## config.mk

```make
export PLATFORM = sky130hd
export DESIGN_NAME = wallace_reduce_pipe
export DESIGN_NICKNAME = d
export VERILOG_FILES = /design/src/rtl/wallace_reduce_pipe.sv
export SDC_FILE = /design/constraint.sdc
export NUM_CORES = 2
export LEC_CHECK = 0
export CORE_UTILIZATION = 50
export CTS_CLUSTER_DIAMETER = 40
export DETAILED_ROUTE_END_ITERATION = 7
export PLACE_DENSITY = 0.68
export SYNTH_ARGS = -nofsm -noshare
export SYNTH_HDL_FRONTEND = slang
export SYNTH_SLANG_ARGS = --single-unit
```

## constraint.sdc

```tcl
create_clock -name clk -period 1.8 [get_ports clk]
set_input_delay 0.27 -clock clk [delete_from_list [all_inputs] [get_ports clk]]
set_output_delay 0.27 -clock clk [all_outputs]
set_load 0.005 [all_outputs]
```

## src/rtl/wallace_reduce_pipe.sv

```systemverilog
// Pipelined Wallace-tree reducer for RISC-V MUL/MULH/MULHSU/MULHU: emits a carry-save pair.
// Define WALLACE_MID_REG_EN to add a register after the level that halves the row count (latency 2).
module wallace_reduce_pipe #(
  parameter int unsigned N = 32
) (
  input  logic             clk,
  input  logic             rst_n,
  input  logic             in_valid,
  output logic             in_ready,
  input  logic [N-1:0]     a,
  input  logic [N-1:0]     b,
  input  logic [1:0]       op,
  input  logic             flush,
  output logic             out_valid,
  input  logic             out_ready,
  output logic [2*N-1:0]   sum_vec,
  output logic [2*N-1:0]   carry_vec,
  output logic             hi_sel
);

  localparam int unsigned W    = 2 * N;
  localparam int unsigned ROWS = N + 2;
  localparam int unsigned IW   = $clog2(ROWS);

  typedef logic [W-1:0] rows_t [ROWS];

  // Rows remaining after lvl levels of 3:2 compression.
  function automatic int unsigned rows_at(input int unsigned lvl);
    int unsigned r;
    r = ROWS;
    for (int unsigned i = 0; i < lvl; i++) r = (r / 3) * 2 + r % 3;
    return r;
  endfunction

  function automatic int unsigned num_levels();
    int unsigned l;
    l = 0;
    for (int unsigned i = 0; i < ROWS; i++) if (rows_at(l) > 2) l++;
    return l;
  endfunction

  function automatic int unsigned mid_level();
    int unsigned m;
    m = 0;
    for (int unsigned i = 0; i < ROWS; i++) if (rows_at(m) > ROWS / 2) m++;
    return m;
  endfunction

  localparam int unsigned LVLS = num_levels();

  // Apply Wallace levels lo..hi-1; every group of three rows becomes a sum row and a shifted carry row.
  function automatic rows_t reduce(input rows_t in_rows, input int unsigned lo, input int unsigned hi);
    rows_t        cur;
    rows_t        nxt;
    logic [W-1:0] x;
    logic [W-1:0] y;
    logic [W-1:0] z;
    logic [W-1:0] maj;
    int unsigned  n;
    int unsigned  g3;
    int unsigned  rem;
    cur = in_rows;
    n   = rows_at(lo);
    for (int unsigned l = lo; l < hi; l++) begin
      nxt = '{default: '0};
      g3  = n / 3;
      rem = n % 3;
      for (int unsigned g = 0; g < ROWS / 3; g++) begin
        if (g < g3) begin
          x   = cur[IW'(3 * g)];
          y   = cur[IW'(3 * g + 1)];
          z   = cur[IW'(3 * g + 2)];
          maj = (x & y) | (x & z) | (y & z);
          nxt[IW'(2 * g)]     = x ^ y ^ z;
          nxt[IW'(2 * g + 1)] = {maj[W-2:0], 1'b0};
        end
      end
      for (int unsigned r = 0; r < 2; r++) begin
        if (r < rem) nxt[IW'(2 * g3 + r)] = cur[IW'(3 * g3 + r)];
      end
      cur = nxt;
      n   = 2 * g3 + rem;
    end
    return cur;
  endfunction

  // Partial products: rows 0..N-1 from b[N-1:0], row N subtracts the extended sign of b, row N+1 is its +1.
  logic         a_sx;
  logic         b_sx;
  logic [W-1:0] a_ext;
  logic         hi_d;
  rows_t        pp;

  always_comb begin
    a_sx  = (op != 2'b11) & a[N-1];
    b_sx  = ~op[1] & b[N-1];
    a_ext = {{N{a_sx}}, a};
    hi_d  = (op != 2'b00);
    pp    = '{default: '0};
    for (int unsigned j = 0; j < N; j++) pp[IW'(j)] = b[j] ? (a_ext << j) : '0;
    pp[IW'(N)]     = b_sx ? ~{a_ext[N-1:0], {N{1'b0}}} : '0;
    pp[IW'(N + 1)] = W'(b_sx);
  end

  logic         out_valid_q;
  logic [W-1:0] sum_q;
  logic [W-1:0] carry_q;
  logic         hi_q;
  logic         out_stage_ready;
  rows_t        fin;
  logic [W-1:0] sum_d;
  logic [W-1:0] carry_d;

  assign out_stage_ready = ~out_valid_q | out_ready;

`ifdef WALLACE_MID_REG_EN
  localparam int unsigned MID = mid_level();

  rows_t mid_d;
  rows_t mid_q;
  logic  mid_v_q;
  logic  mid_hi_q;
  logic  mid_ready;

  assign mid_ready = ~mid_v_q | out_stage_ready;
  assign in_ready  = ~flush & mid_ready;

  always_comb begin
    mid_d   = reduce(pp, 0, MID);
    fin     = reduce(mid_q, MID, LVLS);
    sum_d   = fin[0];
    carry_d = fin[1];
  end

  // Mid-tree stage followed by the output stage; flush empties both.
  always_ff @(posedge clk or negedge rst_n) begin
    if (!rst_n) begin
      mid_v_q     <= 1'b0;
      mid_hi_q    <= 1'b0;
      mid_q       <= '{default: '0};
      out_valid_q <= 1'b0;
      sum_q       <= '0;
      carry_q     <= '0;
      hi_q        <= 1'b0;
    end else if (flush) begin
      mid_v_q     <= 1'b0;
      out_valid_q <= 1'b0;
    end else begin
      if (mid_ready) begin
        mid_v_q <= in_valid;
        if (in_valid) begin
          mid_q    <= mid_d;
          mid_hi_q <= hi_d;
        end
      end
      if (out_stage_ready) begin
        out_valid_q <= mid_v_q;
        if (mid_v_q) begin
          sum_q   <= sum_d;
          carry_q <= carry_d;
          hi_q    <= mid_hi_q;
        end
      end
    end
  end
`else
  assign in_ready = ~flush & out_stage_ready;

  always_comb begin
    fin     = reduce(pp, 0, LVLS);
    sum_d   = fin[0];
    carry_d = fin[1];
  end

  // Single output stage; flush empties it.
  always_ff @(posedge clk or negedge rst_n) begin
    if (!rst_n) begin
      out_valid_q <= 1'b0;
      sum_q       <= '0;
      carry_q     <= '0;
      hi_q        <= 1'b0;
    end else if (flush) begin
      out_valid_q <= 1'b0;
    end else if (out_stage_ready) begin
      out_valid_q <= in_valid;
      if (in_valid) begin
        sum_q   <= sum_d;
        carry_q <= carry_d;
        hi_q    <= hi_d;
      end
    end
  end
`endif

  assign out_valid = out_valid_q;
  assign sum_vec   = sum_q;
  assign carry_vec = carry_q;
  assign hi_sel    = hi_q;

endmodule

```

==> results.json <==
{
  "start_util_pct": 50.81,
  "ys.flop_type": "dfrtp_1",
  "synth_top_area_cell": "fa_1",
  "crit_slowest_cell": "fa_2",
  "finalWeightedCongestion": 0.9237,
  "post-place-ws_ns": -4.305,
  "crit_family": "adder cells",
  "yosysUniqueCellTypes": 34,
  "htree_num_levels": 4,
  "setup_viol": 125,
  "netlist_top_cells_count": "1100 x fa_1, 996 x inv_1, 737 x nand2_1",
  "post_drt_wl_per_cell_um": 23.22,
  "drc": 0,
  "path_common_cell": "fa_2",
  "cts_tree": "yes",
  "numPortBuffers": 199,
  "async_reset_ff_share_pct": 100.0,
  "clock_sinks": 128,
  "vias": 30840,
  "violations": "negative setup slack",
  "grt-ovfl-total": 0,
  "tns_ns": -353.79,
  "yosys_warnings": 0,
  "cts_made_buffers": 17,
  "period_share_pct": 288.9,
  "path_cells": "buf_8 -> a21boi_4 -> buf_6 -> and2_4 -> fa_2 -> fa_2 -> inv_2 -> fa_2 -> fa_2 -> clkinv_4 -> buf_12 -> fa_1 -> inv_2 -> fa_2 -> inv_2 -> fa_2 -> fa_2 -> nand2_1 -> nand2_1",
  "cts.clk_slew.worst_paths_ns": 0.07,
  "ant_nets": 0,
  "hold_path.class": "input pin to flop",
  "critPathLaunchType": "input pin",
  "synth_top_area_share_pct": 55.58,
  "wl_um": 134600,
  "syn-instance-count": 4151,
  "min-delay-start": "op[1]",
  "fillCellCount": 5609,
  "hpwl_um": 93690,
  "drt_iter0_markers": 2119,
  "firstDrtPassIters": 8,
  "worst-path-max-fanout": 5,
  "period_needed_ns": 5.200,
  "critPathLaunch": "op[0]",
  "syn-cell-area_sq_um": 39620,
  "critPathKind": "input pin to flop",
  "crit_arrival_ns": 5.58,
  "viasPerCell": 5.319,
  "clk_latency_ns": 0.51,
  "slowest_delay_ns": 0.63,
  "drive_gt1_share_pct": 30.32,
  "synth-edff-count": 0,
  "cp.required_ns": 2.18,
  "slew_violations": 0,
  "num_io_pins": 202,
  "grt_pass1_wl_um": 205700,
  "hold_viol": 0,
  "setup_slack_ns": -3.400,
  "grt_max_degree": 44,
  "syn_area_per_cell_sq_um": 9.545,
  "ys_seq_area_share_pct": 8.085,
  "grt_pass1_vias": 34900,
  "yosysMostFrequentCell": "fa_1",
  "die_h_um": 283.5,
  "fmax_mhz": 192.3,
  "core_region_area_sq_um": 77980,
  "path_buf_inv": 7,
  "cts_root_buf": "clkbuf_16",
  "syn_to_final_growth_pct": 33.22,
  "r2r-start": "out_valid",
  "rsz0062_at_grt": "yes",
  "synth_area_leaders": "fa_1 56%, and2_1 10%, inv_1 9.4%",
  "dieArea_sq_um": 80370,
  "status": "finished, violations left",
  "antenna_found_initial": 4,
  "end_kind": "flop",
  "ys_seq_elements": 128,
  "max_cap_viol_count": 0,
  "finalClockSkew_ns": 0.01056,
  "clk_path_buf_depth": 2,
  "fp.dieW_um": 283.5,
  "final_net_count": 6055,
  "grt_use_total_pct": 34.75,
  "rows": 102
}
==> cells by family (layout without fill, tap and decap cells) <==
family | Yosys count | count (layout) | synth area share, %
AOI/OAI and AO/OA | 44 | 44 | 0.6569
xor gates and xnor gates | 61 | 61 | 1.367
other | 1 | 4 | 0.009465
adders and majority gates | 1262 | 1262 | 60.59
buffers and inverters | 1235 | 1839 | 11.76
and+or+nand+nor | 1420 | 1420 | 17.53
DFF | 128 | 128 | 8.085
==> per-layer routing <==
layer | GRT usage [%] | wire length (um)
met5 | 0 | 0
met4 | 21.26 | 11010
met3 | 10.13 | 13130
met2 | 56.92 | 64510
met1 | 40.37 | 45980
==> sequential cells by signal, summed over array words and instances (netlist names) <==
register and cells:
carry_vec 62, hi_sel 1, out_valid 1, sum_vec 64
==> final timing paths <==
path                                 endpoint  slack (ns)  cells after the start
worst max-delay path              sum_vec[55]       -3.40                     19
worst min-delay path                   hi_sel        0.12                      4
worst max register to register    sum_vec[14]        0.25                      7
worst min register to register  carry_vec[22]        0.47                      2
max in group asynchronous         sum_vec[62]        0.90                      3
min in group asynchronous       carry_vec[14]        0.25                      2
==> cells in the final DEF, fill, tap and decap left out, types with 13 or more instances in the layout <==
| cell | Yosys | routed |
|---|---|---|
| fa_1 | 1100 | 865 |
| inv_1 | 996 | 848 |
| nand2_1 | 737 | 679 |
| and2_1 | 640 | 454 |
| buf_4 | 4 | 288 |
| fa_2 | 0 | 235 |
| and2_4 | 0 | 186 |
| inv_2 | 0 | 143 |
| buf_6 | 1 | 135 |
| buf_12 | 0 | 134 |
| clkdlybuf4s50_1 | 0 | 130 |
| dfrtp_1 | 128 | 126 |
| ha_1 | 141 | 89 |
| buf_8 | 0 | 50 |
| nand2_2 | 0 | 48 |
| ha_4 | 0 | 42 |
| xnor2_1 | 42 | 35 |
| bufbuf_16 | 0 | 26 |
| clkbuf_16 | 0 | 20 |
| buf_16 | 0 | 19 |
| o21ai_1 | 1 | 17 |
| maj3_1 | 16 | 16 |
| xor2_1 | 18 | 15 |
| nor2_4 | 0 | 15 |
| o21ai_2 | 0 | 13 |
==> worst register-to-register path: stages (launching register included) <==
cell and delay [ns]:
dfrtp_1 0.39, nor2b_1 0.14, nor2_1 0.08, buf_4 0.13, and2_4 0.27, buf_12 0.27, nand2_2 0.14, nand2_1 0.07
==> area by class of cell <==
cell class	count	area (sq um)	area share, %
repair buffers	811	10060	19.06
inverters	996	3764	7.130
clock buffers	17	425.4	0.8060
well taps	1040	1301	2.465
multi-input cells	2789	33850	64.13
diodes	2	5.005	0.009482
clock inverters	15	172.7	0.3271
flip-flops and latches	128	3206	6.073
==> metrics by stage <==
step	instances	util [%]	hold WS, ns	cell area [sq um]
after floorplan	4152	-	-0.02559	40780
after global placement	5518	59.55	0.2125	46430
after detailed placement	5518	59.55	0.2150	46430
after CTS	5752	66.16	0.08193	51590
after global routing	5797	67.69	0.1257	52780
final	5798	67.69	0.1189	52780
==> timing repair <==
action,CTS,global route
buffers inserted,163,74
hold buffers,2,0
pin swaps,439,311
gates cloned,47,3
endpoints found under the setup margin,129,129
endpoints found under the hold margin,27,0
resized for setup,940,374
Power is not shown: default switching activity piles up to over one toggle a cycle in this logic, so the estimate is an artifact.
